### config.mk
export PLATFORM = sky130hd
export DESIGN_NAME = divr_operand_packer
export DESIGN_NICKNAME = d
export VERILOG_FILES = /design/src/rtl/divr_operand_packer.sv
export SDC_FILE = /design/constraint.sdc
export NUM_CORES = 1
export LEC_CHECK = 0
export ABC_AREA = 1
export CAP_MARGIN = 20
export CORE_MARGIN = 4
export CORE_UTILIZATION = 58
export CTS_CLUSTER_SIZE = 28
export DETAILED_ROUTE_END_ITERATION = 10
export PLACE_DENSITY = 0.81
export SETUP_SLACK_MARGIN = 0.1
export SYNTH_ARGS = -nofsm -noshare
export SYNTH_HDL_FRONTEND = slang
export SYNTH_SLANG_ARGS = --single-unit
### constraint.sdc
create_clock -name clk -period 4.9 [get_ports clk]
set_input_delay 0.98 -clock clk [delete_from_list [all_inputs] [get_ports clk]]
set_output_delay 0.98 -clock clk [all_outputs]
set_load 0.1 [all_outputs]
### src/rtl/divr_operand_packer.sv
// Byte-serial operand front end for the SRT-2 divider: assembles 8-byte frames
// into {sign, dividend, divisor} words and queues them in a first-word-fall-through FIFO.
module divr_operand_packer #(
    parameter int DATA_WIDTH       = 65,
    parameter int BUFFER_DEPTH     = 4,
    parameter int LOG_BUFFER_DEPTH = 3,
    parameter int WIDTH            = 32
) (
    input  logic                  clk,
    input  logic                  rst_n,
    input  logic [7:0]            data_in_in,
    input  logic                  push_in,
    input  logic                  sign,
    input  logic                  flush,
    output logic                  op_valid,
    output logic [DATA_WIDTH-1:0] op_data,
    input  logic                  op_ready,
    output logic [2:0]            byte_cnt,
    output logic                  fifo_full,
    output logic                  ovf_err
);
    localparam int SR_W  = 2 * WIDTH;
    localparam int IDX_W = LOG_BUFFER_DEPTH - 1;
    localparam logic [2:0] LAST_BYTE = 3'(SR_W / 8 - 1);
    localparam logic [LOG_BUFFER_DEPTH-1:0] PTR_ONE = LOG_BUFFER_DEPTH'(1);

    logic                        r_push_d;
    logic [2:0]                  r_byte_cnt;
    logic [SR_W-1:0]             r_asm_sr;
    logic [LOG_BUFFER_DEPTH-1:0] r_wr_ptr;
    logic [LOG_BUFFER_DEPTH-1:0] r_rd_ptr;
    logic                        r_ovf;
    logic [DATA_WIDTH-1:0]       r_mem [BUFFER_DEPTH];

    logic                  w_accept;
    logic                  w_complete;
    logic                  w_empty;
    logic                  w_full;
    logic                  w_pop;
    logic                  w_wr_en;
    logic [DATA_WIDTH-1:0] w_wr_word;

    assign w_accept   = push_in & ~r_push_d & ~flush;
    assign w_complete = w_accept & (r_byte_cnt == LAST_BYTE);
    assign w_empty    = (r_wr_ptr == r_rd_ptr);
    assign w_full     = (r_wr_ptr[IDX_W] != r_rd_ptr[IDX_W]) &&
                        (r_wr_ptr[IDX_W-1:0] == r_rd_ptr[IDX_W-1:0]);
    // flush outranks a pop; a full FIFO can still take a word when the head leaves
    assign w_pop      = ~w_empty & op_ready & ~flush;
    assign w_wr_en    = w_complete & (~w_full | w_pop);
    assign w_wr_word  = {sign, r_asm_sr[SR_W-9:0], data_in_in};

    // push_d resets high so a strobe already asserted at reset release is not an edge
    always_ff @(posedge clk or negedge rst_n) begin
        if (!rst_n) begin
            r_push_d   <= 1'b1;
            r_byte_cnt <= 3'd0;
            r_asm_sr   <= '0;
            r_wr_ptr   <= '0;
            r_rd_ptr   <= '0;
            r_ovf      <= 1'b0;
        end else begin
            r_push_d <= push_in;
            if (flush) begin
                r_byte_cnt <= 3'd0;
                r_asm_sr   <= '0;
                r_wr_ptr   <= '0;
                r_rd_ptr   <= '0;
                r_ovf      <= 1'b0;
            end else begin
                if (w_accept) begin
                    r_asm_sr   <= {r_asm_sr[SR_W-9:0], data_in_in};
                    r_byte_cnt <= w_complete ? 3'd0 : r_byte_cnt + 3'd1;
                end
                if (w_wr_en) r_wr_ptr <= r_wr_ptr + PTR_ONE;
                if (w_pop) r_rd_ptr <= r_rd_ptr + PTR_ONE;
                if (w_complete && !w_wr_en) r_ovf <= 1'b1;
            end
        end
    end

    always_ff @(posedge clk) begin
        if (w_wr_en) r_mem[r_wr_ptr[IDX_W-1:0]] <= w_wr_word;
    end

    assign op_valid  = ~w_empty;
    assign op_data   = r_mem[r_rd_ptr[IDX_W-1:0]];
    assign byte_cnt  = r_byte_cnt;
    assign fifo_full = w_full;
    assign ovf_err   = r_ovf;
endmodule

Word-level counts from Yosys, hierarchy flattened
Memories as Yosys holds them, arrays and structs flattened.
Index checks and enable logic that the tools add are counted.

storage, ports and cells
  register bits after elaboration = 67
  bits in writable memories = 260
  bits of input ports = 14
  memories = 1

memories
  memory  words  width  read ports  clocked after memory_dff  wr ports  line  RTL
  r_mem   4      65     1           0                         1         33    logic [DATA_WIDTH-1:0] r_mem [BUFFER_DEPTH];

cells by class
  add/subtract/negate cells = 3
  equality and inequality tests = 4
  mux-type cells = 13
  bitwise gates (word level) = 11
  reductions and logical operators = 7

operators by type and width
  kind                   count
  $mux W56               2
  $mux W3                7
  $add A3 B1 Y3 const B  3
  $reduce_bool A2 Y1     4
  $and A1 B1 Y1          6
  $mux W1                4
  $not A1 Y1             4
  $eq A3 B3 Y1           1
  $eq A3 B3 Y1 const B   1
  $eq A2 B2 Y1           1
  $logic_and A1 B1 Y1    2
  $logic_not A1 Y1       1
  $ne A1 B1 Y1           1
  $or A1 B1 Y1           1

Depth between registers and ports, before layout
  word-level depth = 10
  mapped depth = 9
  mapped depth without buffers = 8

Least setup slack after synthesis
Ideal clock, no wire load.

  kind = flip-flop to flip-flop
  from = register r_byte_cnt[0], in the netlist byte_cnt[0]
  to = memory r_mem[0][0], enable pin
  arrival time = 4.436 ns
  path slack = -0.024 ns
  stages on the path, launching flop included = 7
  path through = dfrtp_1 -> ha_1 -> ha_1 -> inv_1 -> nor2_4 -> nand2_4 -> nor2_1

on the way
  cells in the longest elaborated chain, start to end = 5

RTL lines
  what                           line  RTL
  start, declared                28    logic [2:0] r_byte_cnt;
  start signal, assigned         73    r_byte_cnt <= w_complete ? 3'd0 : r_byte_cnt + 3'd1;
  $eq A3 B3 Y1                   44    assign w_complete = w_accept & (r_byte_cnt == LAST_BYTE);
  $and A1 B1 Y1                  44
  $and A1 B1 Y1                  50    assign w_wr_en = w_complete & (~w_full | w_pop);
  $mux W1                        83    if (w_wr_en) r_mem[r_wr_ptr[IDX_W-1:0]] <= w_wr_word;
  $mux W1 (not written as such)  83
  end, declared                  33

No other way between the ends.

Final worst setup path
  from = register r_rd_ptr[0]
  to = output op_data[0]

on the way
  cells in the longest elaborated chain, start to end = 1

RTL lines
  what                    line  RTL
  start, declared         31    logic [LOG_BUFFER_DEPTH-1:0] r_rd_ptr;
  start signal, assigned  76    if (w_pop) r_rd_ptr <= r_rd_ptr + PTR_ONE;
  $mem_v2 Z4 W65          --
  end, declared           16    output logic [DATA_WIDTH-1:0] op_data,

No other way between the ends.

==> impl_metrics.toml <==
[floorplanning]
fp.dieArea_sq_um = 23670
initial_utilization_pct = 58.87
fp.dieW_microns = 153.8
pin_count = 85
core_area_sq_um = 20960
die_h_microns = 153.8
rows = 53

[yosys]
yosysUniqueCellTypes = 28
ys_seq_area_share_pct = 76.89
synthesis.instances = 901
avgSynthCellArea_sq_um = 13.69
ys_warn_count = 0
synth_nets = 922
synth_seq_cells = 327
synth_area_sq_um = 12340

[final_layout]
num_antenna_cells = 0
num-nets-final = 998
final_layout_size_suffix_gt1_share_pct = 15.58
final_area_sq_um = 14420
area_growth_pct = 16.90

[placement]
dpl_cell_area_sq_um = 13300
pre_cts_ws_ns = 1.342
port_buffers = 84
gp_congestion = 0.7549
hpwl_microns = 14760

[clock_network]
tritoncts = "yes"
cts_buffers = 30
post_cts_resized = 0
clk_latency_ns = 0.55
ctsHtreeMaxLevel = 1
path_clk_slew_ns = 0.07
cts_hold_buf = 0
cts_setup_buffers = 0
clockRootBuffer = "clkbuf_16"
cts_max_path_buffers = 3
cts_num_sinks = 327

[critical_path]
reg2reg_depth = 8
endpoint_kind = "output pin"
crit_path_start_kind = "flip-flop"
r2r-end = "r_mem[1][35]$_DFFE_PP_"
worst-path-max-fanout = 69
worst_ep_required_time_ns = 3.92
worstPathArrival_ns = 3.10
critical_path_class = "reg2out"
r2r-start = "r_rd_ptr[0]$_DFFE_PN0P_"
r2r_slack_ns = 1.63

[drt]
drt-initial-drc-count = 771
totalWireLength_microns = 27210
wl_per_cell_microns = 21.32
drtAntennaViolNets = 0
via_per_inst = 6.071
dr.pass1.iters = 5
vias = 7746
drc = 0

[power_and_ir_drop]
seqPwrFrac_pct = 53.5
intPower_mw = 4.521
p_sw_share_pct = 19.03
p_clk_share_pct = 45.2
combPwrFrac_pct = 1.3
total_leakage_power_nw = 5.190
power.density_nw_per_um2 = 387.2
ir_worst_vdd_v = 0.0002843
p_sw_mw = 1.062

[grt]
grt_max_degree = 117
grtUsageTotal_pct = 22.81
antenna_found_initial = 0
grt_first_pass_wirelength_microns = 42500
grt-ovfl-total = 0
grt_pass1_vias = 7687

[timing]
setup_slack_ns = 0.8185
hold_violations = 0
finalCriticalPeriod_ns = 4.081
fmax_ghz = 0.2450
rsz0062_at_grt = "no"
slew_viol_final = 0
finalCritPeriodShare_pct = 83.30
skew_ns = 0.007639
worstMarginPinSlew_ns = 0.9916
relSlewSlack_pct = 33.89
finalSetupViolations = 0

[worst_hold_path]
hold_class = "reg2reg"
hp-start = "r_asm_sr[2]$_DFFE_PN0P_"
hold_end = "r_mem[2][10]$_DFFE_PP_"
min_path_cells = 0

[outcome]
status = "complete, no violations"

[flow_run]
maxCapViolCount = 0
[Yosys cell counts (all sizes together)]
| cell type | count | area share (%) |
|---|---|---|
| ha | 7 | 0.71 |
| inv | 64 | 1.9 |
| nor2 | 135 | 4.3 |
| buf | 23 | 1.0 |
| nand2 | 26 | 1.0 |
| dfstp | 1 | 0.21 |
| xor2 | 3 | 0.27 |
| nand4 | 2 | 0.10 |
| o211ai | 1 | 0.17 |
| nor3 | 1 | 0.041 |
| edfxtp | 260 | 63 |
| o22ai | 105 | 5.3 |
| o21ai | 151 | 6.1 |
| dfrtp | 66 | 13 |
| clkbuf | 33 | 1.0 |
| o31ai | 1 | 0.061 |
| nand3 | 22 | 0.97 |
[per-layer routing]
layer	share of wire, %	vias up	GRT usage [%]
li1	-	3442	-
met1	39	3876	31.57
met2	51	369	38.48
met3	7.4	59	3.124
met4	2.5	0	6.770
met5	0	-	0
[critical path, cell delays in order (launching register included)]
cell and delay [ns]:
dfrtp_4 0.56, clkinv_2 0.80, buf_4 0.53, o21ai_0 0.27
o22ai_1 0.11, buf_4 0.24
[how the worst max path moves through the flow]
| stage | from | end | slack [ns] |
|---|---|---|---|
| CTS | r_rd_ptr[0]$_DFFE_PN0P_ | op_data[0] | 0.83 |
| finish | r_rd_ptr[0]$_DFFE_PN0P_ | op_data[0] | 0.82 |
| global placement | flush | r_mem[1][34]$_DFFE_PP_ | 1.43 |
| floorplan | byte_cnt[0]$_DFFE_PN0P_ | r_mem[0][0]$_DFFE_PP_ | -0.02 |
| detailed placement | flush | r_mem[1][16]$_DFFE_PP_ | 1.34 |
| global route | r_rd_ptr[0]$_DFFE_PN0P_ | op_data[6] | 0.62 |
[flip-flops by register name (all words and copies together) (netlist names)]
register	cells
r_push_d	1
r_rd_ptr	3
ovf_err	1
r_wr_ptr	3
byte_cnt	3
r_asm_sr	56
r_mem	260
[layout by cell type (no fill, tap or decap), types with 2 or more instances in the layout]
master,count
buf_4,77
nand2_1,20
bufinv_16,5
nand3_2,2
inv_2,2
nand4_1,2
clkinv_1,3
ha_1,7
clkbuf_1,2
nand3_1,20
clkbuf_16,32
o21ai_0,139
dfrtp_1,64
clkinv_2,7
nor2_4,4
nand2_4,3
o21ai_1,12
clkbuf_8,5
o22ai_1,105
xor2_1,2
nand2_2,3
nor2_1,130
edfxtp_1,260
buf_12,5
inv_1,61
clkdlybuf4s50_1,16
[cell families after synthesis]
family,share of synthesized area [%]
buffers and inverters,3.996
and+or+nand+nor,6.450
xor gates and xnor gates,0.2739
adders and majority gates,0.7099
DFF,76.89
AOI/OAI and AO/OA,11.68
[final cells by class]
type                       instances  area (sq um)
fill                            1365          6534
timing repair buffer             100         870.8
clock buffer                      39         877.1
inverter                          64         241.5
sequential                       327          9490
multi-input combinational        454          2381
clock inverter                    17         216.5
tap                              275         344.1
[power by group through the flow]
stage	Clock [mW]	Combinational (mW)	Sequential, mW
global placement	0	0.0709	3.04
detailed placement	0	0.0725	3.04
finish	2.52	0.0728	2.99
global route	2.67	0.0793	2.98
floorplan	0	0.0246	3.05
CTS	2.54	0.0735	2.99
[stage by stage]
step | cells | total power [mW] | setup TNS, ns | util (%) | hold slack (ns)
2_1_floorplan | 901 | 3.073 | -4.647 | - | 0.4760
3_3_place_gp | 1219 | 3.114 | 0 | 63.47 | 0.4901
3_5_place_dp | 1219 | 3.116 | 0 | 63.47 | 0.4876
4_1_cts | 1275 | 5.595 | 0 | 68.69 | 0.5181
5_1_grt | 1276 | 5.734 | 0 | 68.82 | 0.5342
6_report | 1276 | 5.583 | 0 | 68.82 | 0.5187
No activity file was read; power rests on OpenSTA's default activity.
